<file path="config.mk">
export PLATFORM = sky130hd
export DESIGN_NAME = nv_cfg_bits_mgr
export DESIGN_NICKNAME = d
export VERILOG_FILES = /design/src/rtl/nv_cfg_bits_mgr.sv
export SDC_FILE = /design/constraint.sdc
export NUM_CORES = 1
export LEC_CHECK = 0
export CAP_MARGIN = 20
export CORE_ASPECT_RATIO = 0.9
export CORE_MARGIN = 2
export CORE_UTILIZATION = 50
export CTS_BUF_LIST = sky130_fd_sc_hd__clkbuf_4
export DETAILED_ROUTE_END_ITERATION = 8
export PLACE_DENSITY = 0.7
export SETUP_SLACK_MARGIN = 0.1
export SYNTH_ARGS = -nofsm -noshare
export SYNTH_HDL_FRONTEND = slang
export SYNTH_SLANG_ARGS = --single-unit
</file>
<file path="constraint.sdc">
create_clock -name CLK32768 -period 3.7 [get_ports CLK32768]
set_clock_uncertainty 0.2 [all_clocks]
set_input_delay 0.74 -clock CLK32768 [delete_from_list [all_inputs] [get_ports CLK32768]]
set_output_delay 0.74 -clock CLK32768 [all_outputs]
set_load 0.02 [all_outputs]
</file>
<file path="src/rtl/nv_cfg_bits_mgr.sv">
// Non-volatile config-bit manager: decodes host command bytes and sequences UFM write/read strobes.
// Optional post-write verify with retries is enabled by defining NVCFG_VERIFY_EN.
module nv_cfg_bits_mgr #(
   parameter int unsigned NBITS     = 4,
   parameter int unsigned CNT_W     = 11,
   parameter logic [3:0]  WR_OPC    = 4'h5,
   parameter logic [7:0]  RD_CMD    = 8'hB0,
   parameter int unsigned T_WR_ON   = 32,
   parameter int unsigned T_WR_OFF  = 1047,
   parameter int unsigned T_RB_ON   = 1063,
   parameter int unsigned T_RB_OFF  = 1079,
   parameter int unsigned T_WR_END  = 1095,
   parameter int unsigned T_RD_ON   = 32,
   parameter int unsigned T_RD_OFF  = 48,
   parameter int unsigned T_RD_END  = 100,
   parameter int unsigned MAX_RETRY = 2
) (
   input  logic             CLK32768,
   input  logic             ResetN,
   input  logic             Strobe1ms,
   input  logic [7:0]       SpecialCmdReg,
   input  logic             bPromBusy,
   input  logic [NBITS-1:0] CfgRdBits,
   output logic             bFlashPromReq,
   output logic             bWrPromCfg,
   output logic             bRdPromCfg,
   output logic [NBITS-1:0] CfgWrBits,
   output logic             CmdDone,
   output logic             CmdErr,
   output logic [2:0]       DbgP
);

   // Reject parameter sets the counter or index field cannot represent
   if (NBITS < 1 || NBITS > 8 || T_WR_END >= (32'd1 << CNT_W) || T_RD_END >= (32'd1 << CNT_W)
       || MAX_RETRY > 255) begin : g_bad_param
      $error("nv_cfg_bits_mgr: illegal parameter set");
   end

`ifdef NVCFG_VERIFY_EN
   localparam int unsigned RTRY_W = (MAX_RETRY < 1) ? 1 : $clog2(MAX_RETRY + 1);
   typedef enum logic [1:0] {IDLE = 2'd0, WRITE = 2'd1, READ = 2'd2, VERIFY = 2'd3} state_t;
`else
   typedef enum logic [1:0] {IDLE = 2'd0, WRITE = 2'd1, READ = 2'd2} state_t;
`endif

   state_t           r_state, w_state_nxt;
   logic [CNT_W-1:0] r_cnt, w_cnt_nxt, w_cnt_inc;
   logic [7:0]       r_shadow, w_shadow_nxt;
   logic             r_req, w_req_nxt;
   logic             r_wr, w_wr_nxt;
   logic             r_rd, w_rd_nxt;
   logic [NBITS-1:0] r_bits, w_bits_nxt;
   logic             r_done, w_done_nxt;
   logic             r_err, w_err_nxt;
   logic [2:0]       w_idx;
   logic [NBITS-1:0] w_mask, w_new_bits;
   logic             w_is_wr, w_idx_ok;
`ifdef NVCFG_VERIFY_EN
   logic [RTRY_W-1:0] r_retry, w_retry_nxt;
   logic [NBITS-1:0]  w_vmask;
   logic              w_vok;
`endif

   // Command field decode and the bit image a write would store
   always_comb begin
      w_cnt_inc  = (r_cnt == {CNT_W{1'b1}}) ? r_cnt : r_cnt + CNT_W'(1);
      w_idx      = SpecialCmdReg[3:1];
      w_mask     = NBITS'(1) << w_idx;
      w_new_bits = SpecialCmdReg[0] ? (CfgRdBits | w_mask) : (CfgRdBits & ~w_mask);
      w_is_wr    = (SpecialCmdReg[7:4] == WR_OPC);
      w_idx_ok   = (32'(w_idx) < NBITS);
`ifdef NVCFG_VERIFY_EN
      w_vmask    = NBITS'(1) << r_shadow[3:1];
      w_vok      = (((CfgRdBits & w_vmask) != '0) == r_shadow[0]);
`endif
   end

   // Next-state and registered-output logic; everything advances on Strobe1ms only
   always_comb begin
      w_state_nxt  = r_state;
      w_cnt_nxt    = r_cnt;
      w_shadow_nxt = r_shadow;
      w_req_nxt    = r_req;
      w_wr_nxt     = r_wr;
      w_rd_nxt     = r_rd;
      w_bits_nxt   = r_bits;
      w_done_nxt   = 1'b0;
      w_err_nxt    = 1'b0;
`ifdef NVCFG_VERIFY_EN
      w_retry_nxt  = r_retry;
`endif
      if (Strobe1ms) begin
         case (r_state)
            IDLE: begin
               w_req_nxt  = 1'b0;
               w_wr_nxt   = 1'b0;
               w_rd_nxt   = 1'b0;
               w_bits_nxt = CfgRdBits;
               // A busy controller leaves the command pending in SpecialCmdReg
               if (!bPromBusy && (SpecialCmdReg != r_shadow)) begin
                  if (SpecialCmdReg == RD_CMD) begin
                     w_state_nxt  = READ;
                     w_req_nxt    = 1'b1;
                     w_shadow_nxt = SpecialCmdReg;
                     w_cnt_nxt    = '0;
`ifdef NVCFG_VERIFY_EN
                     w_retry_nxt  = '0;
`endif
                  end else if (w_is_wr && w_idx_ok) begin
                     w_state_nxt  = WRITE;
                     w_req_nxt    = 1'b1;
                     w_bits_nxt   = w_new_bits;
                     w_shadow_nxt = SpecialCmdReg;
                     w_cnt_nxt    = '0;
`ifdef NVCFG_VERIFY_EN
                     w_retry_nxt  = '0;
`endif
                  end else if (w_is_wr) begin
                     w_err_nxt    = 1'b1;
                     w_shadow_nxt = SpecialCmdReg;
                     w_cnt_nxt    = '0;
                  end
               end
            end
            WRITE: begin
               w_cnt_nxt = w_cnt_inc;
               if (w_cnt_inc == CNT_W'(T_WR_ON))  w_wr_nxt = 1'b1;
               if (w_cnt_inc == CNT_W'(T_WR_OFF)) w_wr_nxt = 1'b0;
               if (w_cnt_inc == CNT_W'(T_RB_ON))  w_rd_nxt = 1'b1;
               if (w_cnt_inc == CNT_W'(T_RB_OFF)) w_rd_nxt = 1'b0;
               if (w_cnt_inc >= CNT_W'(T_WR_END)) begin
                  w_wr_nxt = 1'b0;
                  w_rd_nxt = 1'b0;
`ifdef NVCFG_VERIFY_EN
                  w_state_nxt = VERIFY;
`else
                  w_state_nxt = IDLE;
                  w_req_nxt   = 1'b0;
                  w_done_nxt  = 1'b1;
`endif
               end
            end
            READ: begin
               w_cnt_nxt = w_cnt_inc;
               if (w_cnt_inc == CNT_W'(T_RD_ON))  w_rd_nxt = 1'b1;
               if (w_cnt_inc == CNT_W'(T_RD_OFF)) w_rd_nxt = 1'b0;
               if (w_cnt_inc >= CNT_W'(T_RD_END)) begin
                  w_state_nxt = IDLE;
                  w_req_nxt   = 1'b0;
                  w_wr_nxt    = 1'b0;
                  w_rd_nxt    = 1'b0;
                  w_done_nxt  = 1'b1;
               end
            end
`ifdef NVCFG_VERIFY_EN
            VERIFY: begin
               if (w_vok) begin
                  w_state_nxt = IDLE;
                  w_req_nxt   = 1'b0;
                  w_done_nxt  = 1'b1;
               end else if (r_retry < RTRY_W'(MAX_RETRY)) begin
                  w_state_nxt = WRITE;
                  w_retry_nxt = r_retry + RTRY_W'(1);
                  w_cnt_nxt   = '0;
               end else begin
                  w_state_nxt = IDLE;
                  w_req_nxt   = 1'b0;
                  w_err_nxt   = 1'b1;
               end
            end
`endif
            default: begin
               w_state_nxt = IDLE;
               w_req_nxt   = 1'b0;
               w_wr_nxt    = 1'b0;
               w_rd_nxt    = 1'b0;
            end
         endcase
      end
   end

   always_ff @(posedge CLK32768 or negedge ResetN) begin
      if (!ResetN) begin
         r_state  <= IDLE;
         r_cnt    <= '0;
         r_shadow <= 8'h00;
         r_req    <= 1'b0;
         r_wr     <= 1'b0;
         r_rd     <= 1'b0;
         r_bits   <= '0;
         r_done   <= 1'b0;
         r_err    <= 1'b0;
`ifdef NVCFG_VERIFY_EN
         r_retry  <= '0;
`endif
      end else begin
         r_state  <= w_state_nxt;
         r_cnt    <= w_cnt_nxt;
         r_shadow <= w_shadow_nxt;
         r_req    <= w_req_nxt;
         r_wr     <= w_wr_nxt;
         r_rd     <= w_rd_nxt;
         r_bits   <= w_bits_nxt;
         r_done   <= w_done_nxt;
         r_err    <= w_err_nxt;
`ifdef NVCFG_VERIFY_EN
         r_retry  <= w_retry_nxt;
`endif
      end
   end

   assign bFlashPromReq = r_req;
   assign bWrPromCfg    = r_wr;
   assign bRdPromCfg    = r_rd;
   assign CfgWrBits     = r_bits;
   assign CmdDone       = r_done;
   assign CmdErr        = r_err;
   assign DbgP          = 3'(r_state);

endmodule
</file>
* After elaboration in Yosys (flattened, before gate mapping)
Cells that the tools add are included.
** Storage, ports and cells
- Register bits after elaboration :: 30
- Logic and storage cells :: 95
** Operators by class
- $add $sub $neg :: 1
- Order comparisons :: 3
- Equal/unequal tests :: 19
- Shift operators :: 1
- Mux-type cells :: 45
- Bitwise operators :: 3
- Reductions and logical operators :: 14
** Operators with widths (number)
- 11-bit 2-to-1 mux :: 5
- 11-bit equality test, second input constant :: 4
- 8-bit 2-to-1 mux :: 3
- 11-bit by 6-bit equality test with 1-bit output, second input constant :: 2
- 1-bit 2-to-1 mux :: 22
- 11-bit one-hot mux with 2 select lines :: 1
- 4-bit 2-to-1 mux :: 4
- 4-bit != test, second input constant :: 4
- 11-bit by 1-bit adder with 11-bit output, second input constant :: 1
- 11-bit >= comparator, second input constant :: 1
- 11-bit by 7-bit >= comparator with 1-bit output, second input constant :: 1
- 2-bit 2-to-1 mux :: 5
- 3-bit AND reduction :: 3
- 8-bit equality test, second input constant :: 1
- 8-bit != test :: 1
- 4-bit AND reduction :: 2
- 2-bit != test, second input constant :: 3
- 1-bit one-hot mux with 2 select lines :: 3
- 2-bit one-hot mux with 3 select lines :: 1
- 5-bit AND reduction :: 1
- 4-bit AND :: 1
- 4-bit by 3-bit equality test with 1-bit output, second input constant :: 1
- 4-bit inverter :: 1
- 4-bit bitwise OR :: 1
- 13 further kinds :: 14

* Depth between registers and ports, before layout
Gate-level depths: netlist (run 1).
- Depth after elaboration :: 7
- Gate-level depth with buffers :: 9
- Mapped depth without buffers :: 8

* Least setup slack after synthesis (run 1)
OpenSTA, ideal clock, no wires.
- Kind :: register to register
- Start :: register r_cnt[0]
- End :: register r_state[0]
- Library setup time :: 122 ps
- Data arrival time :: 2370 ps
- Required time :: 3378 ps
- Setup slack :: 1009 ps
- Stages on the path, launching flop included :: 10
- Path buffers :: 1
- Clock period less this slack :: 2691 ps
- Path through :: dfrtp_1 ha_1 and4_4 buf_6 a32o_1 o21bai_4 o311a_4 a211oi_4 nor2_2 a32o_1
** Between the ends
- Longest elaborated chain between the ends :: 5
- Elaborated cells between the ends (all ways) :: 8
- Those cells by class :: 1 x add/sub; 2 x order compare; 3 x eq/ne; 1 x mux; 1 x reduce/logical
** RTL lines
- from (decl) :: line 47 : logic [CNT_W-1:0] r_cnt, w_cnt_nxt, w_cnt_inc;
- from (signal assigned) :: line 198 : r_cnt <= w_cnt_nxt;
- 11-bit by 1-bit adder with 11-bit output / 11-bit equality test (equally long branches) :: line 66 : w_cnt_inc = (r_cnt == {CNT_W{1'b1}}) ? r_cnt : r_cnt + CNT_W'(1);
- 11-bit 2-to-1 mux (*) :: line 66
- 11-bit by 7-bit >= comparator with 1-bit output / 11-bit >= comparator (equally long branches) :: line 147, 131
- 2-bit != test (no source line)
- 5-bit AND reduction (no source line) (*)
- to (signal assigned) :: line 197 : r_state <= w_state_nxt;
- to (decl) :: line 46 : state_t r_state, w_state_nxt;
Mark *: on every way between the ends. The rest lies on a longest branch, timed or not.
A chain may end at the register's enable or synchronous reset.

* Worst setup path after layout (run 1)
- Start :: register r_cnt[0]
- End :: register r_wr, in the netlist bWrPromCfg
** Between the ends
- Longest elaborated chain between the ends :: 6
- Elaborated cells between the ends (all ways) :: 13
- Those cells by class :: 1 x add/sub; 2 x order compare; 5 x eq/ne; 4 x mux; 1 x reduce/logical
** RTL lines
- 11-bit by 1-bit adder with 11-bit output / 11-bit equality test (equally long branches) :: line 66
- 11-bit 2-to-1 mux (*) :: line 66
- parallel branches: the longest is 4 deep, another holds 11-bit >= comparator
- to (signal assigned) :: line 201 : r_wr <= w_wr_nxt;
- to (decl) :: line 50 : logic r_wr, w_wr_nxt;
Every way passes the cells marked *.

==> summary.md, run 1 <==
| Metric | Value |
|---|---|
| DRT Wirelength | 5.23 mm |
| Top cells by count, synth | dfrtp_1 (30), nand2_1 (22), a21oi_1 (15) |
| Final Setup Violations | 0 |
| Crit path kind | register to register |
| Slowest CP cell | dfrtp_1 |
| YS warnings | 0 |
| Total CTS buffers | 5 |
| Lkg Pwr | 1.03 nW |
| DP Worst Slack | 0.496 ns |
| DP HPWL | 3.93 mm |
| Syn nets | 270 |
| Fin worst setup slack | 0.547 ns |
| Syn Area/Cell | 9.06 sq um |
| Clk_lat worst skew | 0.34 ns |
| Post-layout nets | 290 |
| CTS tree | built |
| WHS | 0.320 ns |
| Status | finished, final reports clean |
| Clock sink total | 30 |
| Setup Buffers After CTS | 0 |
| RePlAce Congestion | 0.892 |
| Buffers added on ports | 26 |
| Worst hold path class | register to register |
| Post-synthesis cell type count | 65 |
| Ys async rst share | 100% |
| Die width | 74.8 microns |
| Worst-Margin Slew | 0.802 ns |
| Max-cap violations | 0 |
| Fmax | 317 MHz |
| CORE AREA | 4400 sq um |
| Antenna viol nets, final | 0 |
| Avg WL per Cell | 15.8 microns |
| Total vias in the final route | 1970 |
| Most instantiated library cell after synthesis | dfrtp_1 |
| Pin count of the biggest net entering global routing | 31 |
| Critical path arrival | 3.23 ns |
| Critical Path End Type | register |
| Drt initial violations | 155 |
| Clock-pin transition on the worst setup and hold timing paths | 0.10 ns |
| Synth area leader | dfrtp_1 |
| Max-slew violations | 0 |
| Initial Util | 51.3% |
| Synth Flop Type | dfrtp_1 |
| Final instance area | 2570 sq um |
| Setup TNS | 0 ns |
| Slew HR | 46.1% |
| Ports | 28 |
| Crit-path cells | ha_1 > buf_4 > nand2_1 > o31ai_1 > a211oi_2 > o311ai_4 > nand2_2 > or4_1 > a21oi_1 |
| # rows | 23 |
| H-tree depth | 2 |
| Gr ovfl total | 0 |
| CP startpoint kind | register |
| Antenna fix cells | 0 |
| Synth area leaders | dfrtp_1 (33%), nand2_1 (3.7%), a21oi_1 (3.3%), xor2_1 (3.1%), mux2_2 (3.0%) |
| Die area | 5070 sq um |
| Crit-path max FO | 14 |
| WP buf/inv | 1 |
| # resized after CTS | 0 |
| Clk root buf | clkbuf_4 |
| First-pass GRT wire length | 8.55 mm |
| Register area share after synthesis | 33.3% |
| Register bit total from synthesis | 30 |
| Synthesized area | 2260 sq um |
| Via density per instance | 5.93 |
| Hold_buf cts | 0 |
| Die H | 67.7 microns |
| Tmin final | 3.15 ns |
| Power per cell area | 477 nW/um^2 |
| Post-synth top area share | 33.3% |
| Cells after synthesis | 249 |
| Max clock buf depth | 2 |
| Maximum VDD drop | 264 uV |
| Share of layout cells above drive strength 1 | 13.3% |
| Drc violations | 0 |
| EDFF count, synth | 0 |
| Initial antenna violation count | 0 |
| Final Hold Viols | 0 |
| GRT Resource Usage Total | 22.6% |
| Area growth, synth to finish | 13.7% |
| Req. time, crit path | 3.77 ns |
| Vias in the first global route | 1754 |
| TritonRoute pass-1 iters | 4 |
| Slowest stage delay, CP | 0.60 ns |
| RSZ-0062 raised after global routing | false |
| Delay-heaviest family, CP | compound AO/OA/AOI/OAI gates |
| Final period util | 85.2% |
| Post-placement cell area | 2510 sq um |
[logic make-up after synthesis]
kind of cell / synth area share, %
buf+inv: 6.60
flops: 33.3
xor+xnor: 3.10
compound gates: 25.2
fa+ha+maj: 2.77
other cells: 0.166
mux: 4.77
simple gates: 24.2
[through the flow]
stage	std cells	total power, W	util, %
after floorplan	249	0.000855	-
after global placement	324	0.00102	57.1
after detailed placement	324	0.00103	57.1
after CTS	332	0.00123	58.3
after global routing	332	0.00131	58.3
final	332	0.00122	58.3
[state kept, by name, summed over array words and instances (netlist names)]
| signal | cells |
|---|---|
| CmdDone | 1 |
| r_cnt | 11 |
| r_state | 2 |
| r_shadow | 8 |
| bWrPromCfg | 1 |
| bRdPromCfg | 1 |
| CmdErr | 1 |
| CfgWrBits | 4 |
| bFlashPromReq | 1 |
[cells in the final DEF, fill, tap and decap left out, types with 6 or more instances in the layout]
cell             instances
mux2_2                   6
nor3_1                   9
o31ai_1                  6
nor2_1                  12
nor2b_1                  6
o21ai_0                  8
xor2_1                   8
clkbuf_4                 6
clkdlybuf4s50_1         26
dfrtp_1                 30
a21oi_1                 15
inv_1                   10
nand2_1                 22
[report_power, final]
| part | internal, W | switching (W) |
|---|---|---|
| clock network | 0.0000786 | 0.000118 |
| logic | 0.000238 | 0.000289 |
| registers | 0.000402 | 0.0000986 |
| total | 0.000719 | 0.000505 |
[tightest hold or removal path, stage by stage, from the launching register on]
cell     delay (ns)
dfrtp_1        0.39
inv_1          0.05
a21oi_1        0.05
[final timing paths]
| path | from | end | slack (ns) | cells after the start |
|---|---|---|---|---|
| max in group asynchronous | ResetN | r_shadow[6] | 2.42 | 2 |
| worst min-delay path | bWrPromCfg | bWrPromCfg | 0.32 | 2 |
| min in group asynchronous | ResetN | r_cnt[1] | 0.59 | 2 |
| worst min register to register | bWrPromCfg | bWrPromCfg | 0.32 | 2 |
| worst max register to register | r_cnt[0] | bWrPromCfg | 0.55 | 9 |
| worst max-delay path | r_cnt[0] | bWrPromCfg | 0.55 | 9 |
[layout make-up]
type,instances,area [sq um]
clock buffer,6,45.0
clock inverter,2,8.76
fill,408,1840
inverter,10,37.5
multi-input combinational,192,1360
sequential,30,751
tap,62,77.6
timing repair buffer,30,290
[per-layer routing]
layer | up-vias | part of all wire [%] | track usage [%] | wire length, microns
met5 | - | 0 | 0 | 0
met4 | 0 | 1.3 | 6.70 | 67
met3 | 8 | 5.3 | 5.37 | 276
met2 | 56 | 44 | 32.7 | 2310
met1 | 939 | 49 | 33.1 | 2580
li1 | 967 | - | - | -
Note: power is estimated with default switching activity, not from simulation.
==> run 2: changes to the inputs <==
==> constraint.sdc (replaced) <==
create_clock -name CLK32768 -period 3 [get_ports CLK32768]
set_clock_uncertainty 0.2 [all_clocks]
set_input_delay 0.6 -clock CLK32768 [delete_from_list [all_inputs] [get_ports CLK32768]]
set_output_delay 0.6 -clock CLK32768 [all_outputs]
set_load 0.02 [all_outputs]
==> run 2 against run 1 <==
  * Worst setup slack got worse by 0.37 ns
  * Sequential power rose by 16%
  * Global-route usage rose by 0.61 points
  * Non-clock buffer count rose by 10
  * Cell area rose by 3.0%
  * Count of clock-buffer cells in the layout fell by 1
==> summary.md, run 2 (synthesis gave the netlist of run 1 again) <==
| Metric | Value |
|---|---|
| Die area | 5070 sq um (unchanged) |
| Setup TNS | 0 ns (unchanged) |
| Gr ovfl total | 0 (unchanged) |
| Crit path kind | register to register (unchanged) |
| Initial Util | 51.3% (unchanged) |
| Crit-path cells | ha_1 > or4b_1 > or3_1 > a211o_1 > nor3_2 > o21ai_1 > a211o_1 > o22ai_1 (was ha_1 > buf_4 > nand2_1 > o31ai_1 > a211oi_2 > o311ai_4 > nand2_2 > or4_1 > a21oi_1) |
| RSZ-0062 raised after global routing | true (was false) |
| Via density per instance | 5.95 (was 5.93) |
| CTS tree | built (unchanged) |
| Worst hold path class | register to register (unchanged) |
| Share of layout cells above drive strength 1 | 16.2% (was 13.3%) |
| Fmax | 354 MHz (was 317 MHz) |
| Vias in the first global route | 1828 (was 1754) |
| Lkg Pwr | 1.07 nW (was 1.03 nW) |
| Setup Buffers After CTS | 0 (unchanged) |
| Critical path arrival | 2.88 ns (was 3.23 ns) |
| Final Hold Viols | 0 (unchanged) |
| Status | finished, final reports clean (unchanged) |
| Clock sink total | 30 (unchanged) |
| Antenna fix cells | 0 (unchanged) |
| GRT Resource Usage Total | 23.2% (was 22.6%) |
| Drt initial violations | 313 (was 155) |
| Crit path top cell by count | a211o_1 |
| Buffers added on ports | 26 (unchanged) |
| Total CTS buffers | 5 (unchanged) |
| Top reg by flops | r_cnt (unchanged) |
| TritonRoute pass-1 iters | 5 (was 4) |
| Maximum VDD drop | 414 uV (was 264 uV) |
| Final Setup Violations | 0 (unchanged) |
| Die H | 67.7 microns (unchanged) |
| Tmin final | 2.83 ns (was 3.15 ns) |
| Slowest CP cell | or4b_1 (was dfrtp_1) |
| Final instance area | 2640 sq um (was 2570 sq um) |
| Final period util | 94.2% (was 85.2%) |
| Req. time, crit path | 3.06 ns (was 3.77 ns) |
| Hold_buf cts | 0 (unchanged) |
| Commonest non-fill, non-tap cells in the layout | dfrtp_1 (29), clkdlybuf4s50_1 (26), nand2_1 (22) (was dfrtp_1 (30), clkdlybuf4s50_1 (26), nand2_1 (22)) |
| Total vias in the final route | 2022 (was 1970) |
| Drc violations | 0 (unchanged) |
| Max clock buf depth | 2 (unchanged) |
| Max-cap violations | 0 (unchanged) |
| Worst-Margin Slew | 0.691 ns (was 0.802 ns) |
| Area growth, synth to finish | 17.1% (was 13.7%) |
| Largest register FFs | 11 (unchanged) |
| # rows | 23 (unchanged) |
| Ports | 28 (unchanged) |
| RePlAce Congestion | 0.912 (was 0.892) |
| CORE AREA | 4400 sq um (unchanged) |
| Power per cell area | 582 nW/um^2 (was 477 nW/um^2) |
| CP startpoint kind | register (unchanged) |
| Clk root buf | clkbuf_4 (unchanged) |
| DRT Wirelength | 5.42 mm (was 5.23 mm) |
| Most common cell after layout, fill and taps aside | dfrtp_1 (unchanged) |
| Clock-pin transition on the worst setup and hold timing paths | 0.09 ns (was 0.10 ns) |
| Antenna viol nets, final | 0 (unchanged) |
| Initial antenna violation count | 0 (unchanged) |
| Max-slew violations | 0 (unchanged) |
| H-tree depth | 2 (unchanged) |
| Post-placement cell area | 2600 sq um (was 2510 sq um) |
| Die width | 74.8 microns (unchanged) |
| Crit-path max FO | 3 (was 14) |
| Post-layout nets | 300 (was 290) |
| Clk_lat worst skew | 0.34 ns (about the same) |
| Critical Path End Type | register (unchanged) |
| Avg WL per Cell | 15.9 microns (was 15.8 microns) |
| Pin count of the biggest net entering global routing | 31 (unchanged) |
| Slew HR | 53.5% (was 46.1%) |
| Slowest stage delay, CP | 0.47 ns (was 0.60 ns) |
| First-pass GRT wire length | 8.71 mm (was 8.55 mm) |
| DP HPWL | 3.97 mm (was 3.93 mm) |
## run 2: changes by cell type in the layout (fill, tap and decap cells not counted)
cell,before,now
buf_12,0,1
buf_4,4,13
clkinv_2,1,0
clkbuf_4,6,5
dfrtp_2,0,1
dfrtp_1,30,29
## run 2: critical path: cells and delay by family (launching register included)
kind            cells  cell delay (ns)
flops               1             0.40
fa+ha+maj           1             0.32
compound gates      4             0.84
simple gates        3             1.00
## run 2: worst paths after layout
check | cells past startpoint | slack (ns) | endpoint | from
min | 1 | 0.31 | r_shadow[4] | r_shadow[4]
min reg2reg | 1 | 0.31 | r_shadow[4] | r_shadow[4]
max in group asynchronous | 2 | 1.85 | r_cnt[2] | ResetN
min in group asynchronous | 2 | 0.45 | r_cnt[4] | ResetN
max | 8 | 0.17 | bRdPromCfg | r_cnt[0]
max reg2reg | 8 | 0.17 | bRdPromCfg | r_cnt[0]
## run 2: area by class of cell
type                            instances  area (sq um)
Sequential cell                        30           752
Clock buffer                            5          37.5
Inverter                               10          37.5
Tap cell                               62          77.6
Clock inverter                          1          3.75
Fill cell                             402          1760
Multi-Input combinational cell        192          1360
Timing Repair Buffer                   40           378
## run 2: per-layer routing
layer | track usage, % | part of all wire, % | vias to the layer above | wire (microns)
li1 | - | - | 984 | -
met3 | 6.72 | 6.9 | 7 | 374
met2 | 32.6 | 44 | 90 | 2370
met5 | 0 | 0 | - | 0
met4 | 9.15 | 1.4 | 0 | 74
met1 | 33.1 | 48 | 941 | 2600
## run 2: power breakdown
part / switching [W] / internal (W)
Combinational: 0.000413 / 0.000324
Clock: 0.000141 / 0.0000799
Sequential: 0.0000823 / 0.000497
## run 2: repair_timing
| item | in CTS | in global routing |
|---|---|---|
| resized for setup | 0 | 1 |
| hold endpoints to repair | 0 | 0 |
| setup endpoints to repair | 0 | 3 |
## run 2: stage by stage
stage                     hold WS, ns  util [%]  cells  worst slack (ns)  total power, W
after floorplan                 0.104         -    249             0.309         0.00105
after global placement          0.281      59.1    334             0.160         0.00131
after detailed placement        0.289      59.1    334             0.142         0.00132
after CTS                       0.313      60.0    340             0.155         0.00155
after global routing            0.331      60.0    340            0.0881         0.00164
final                           0.311      60.0    340             0.175         0.00154
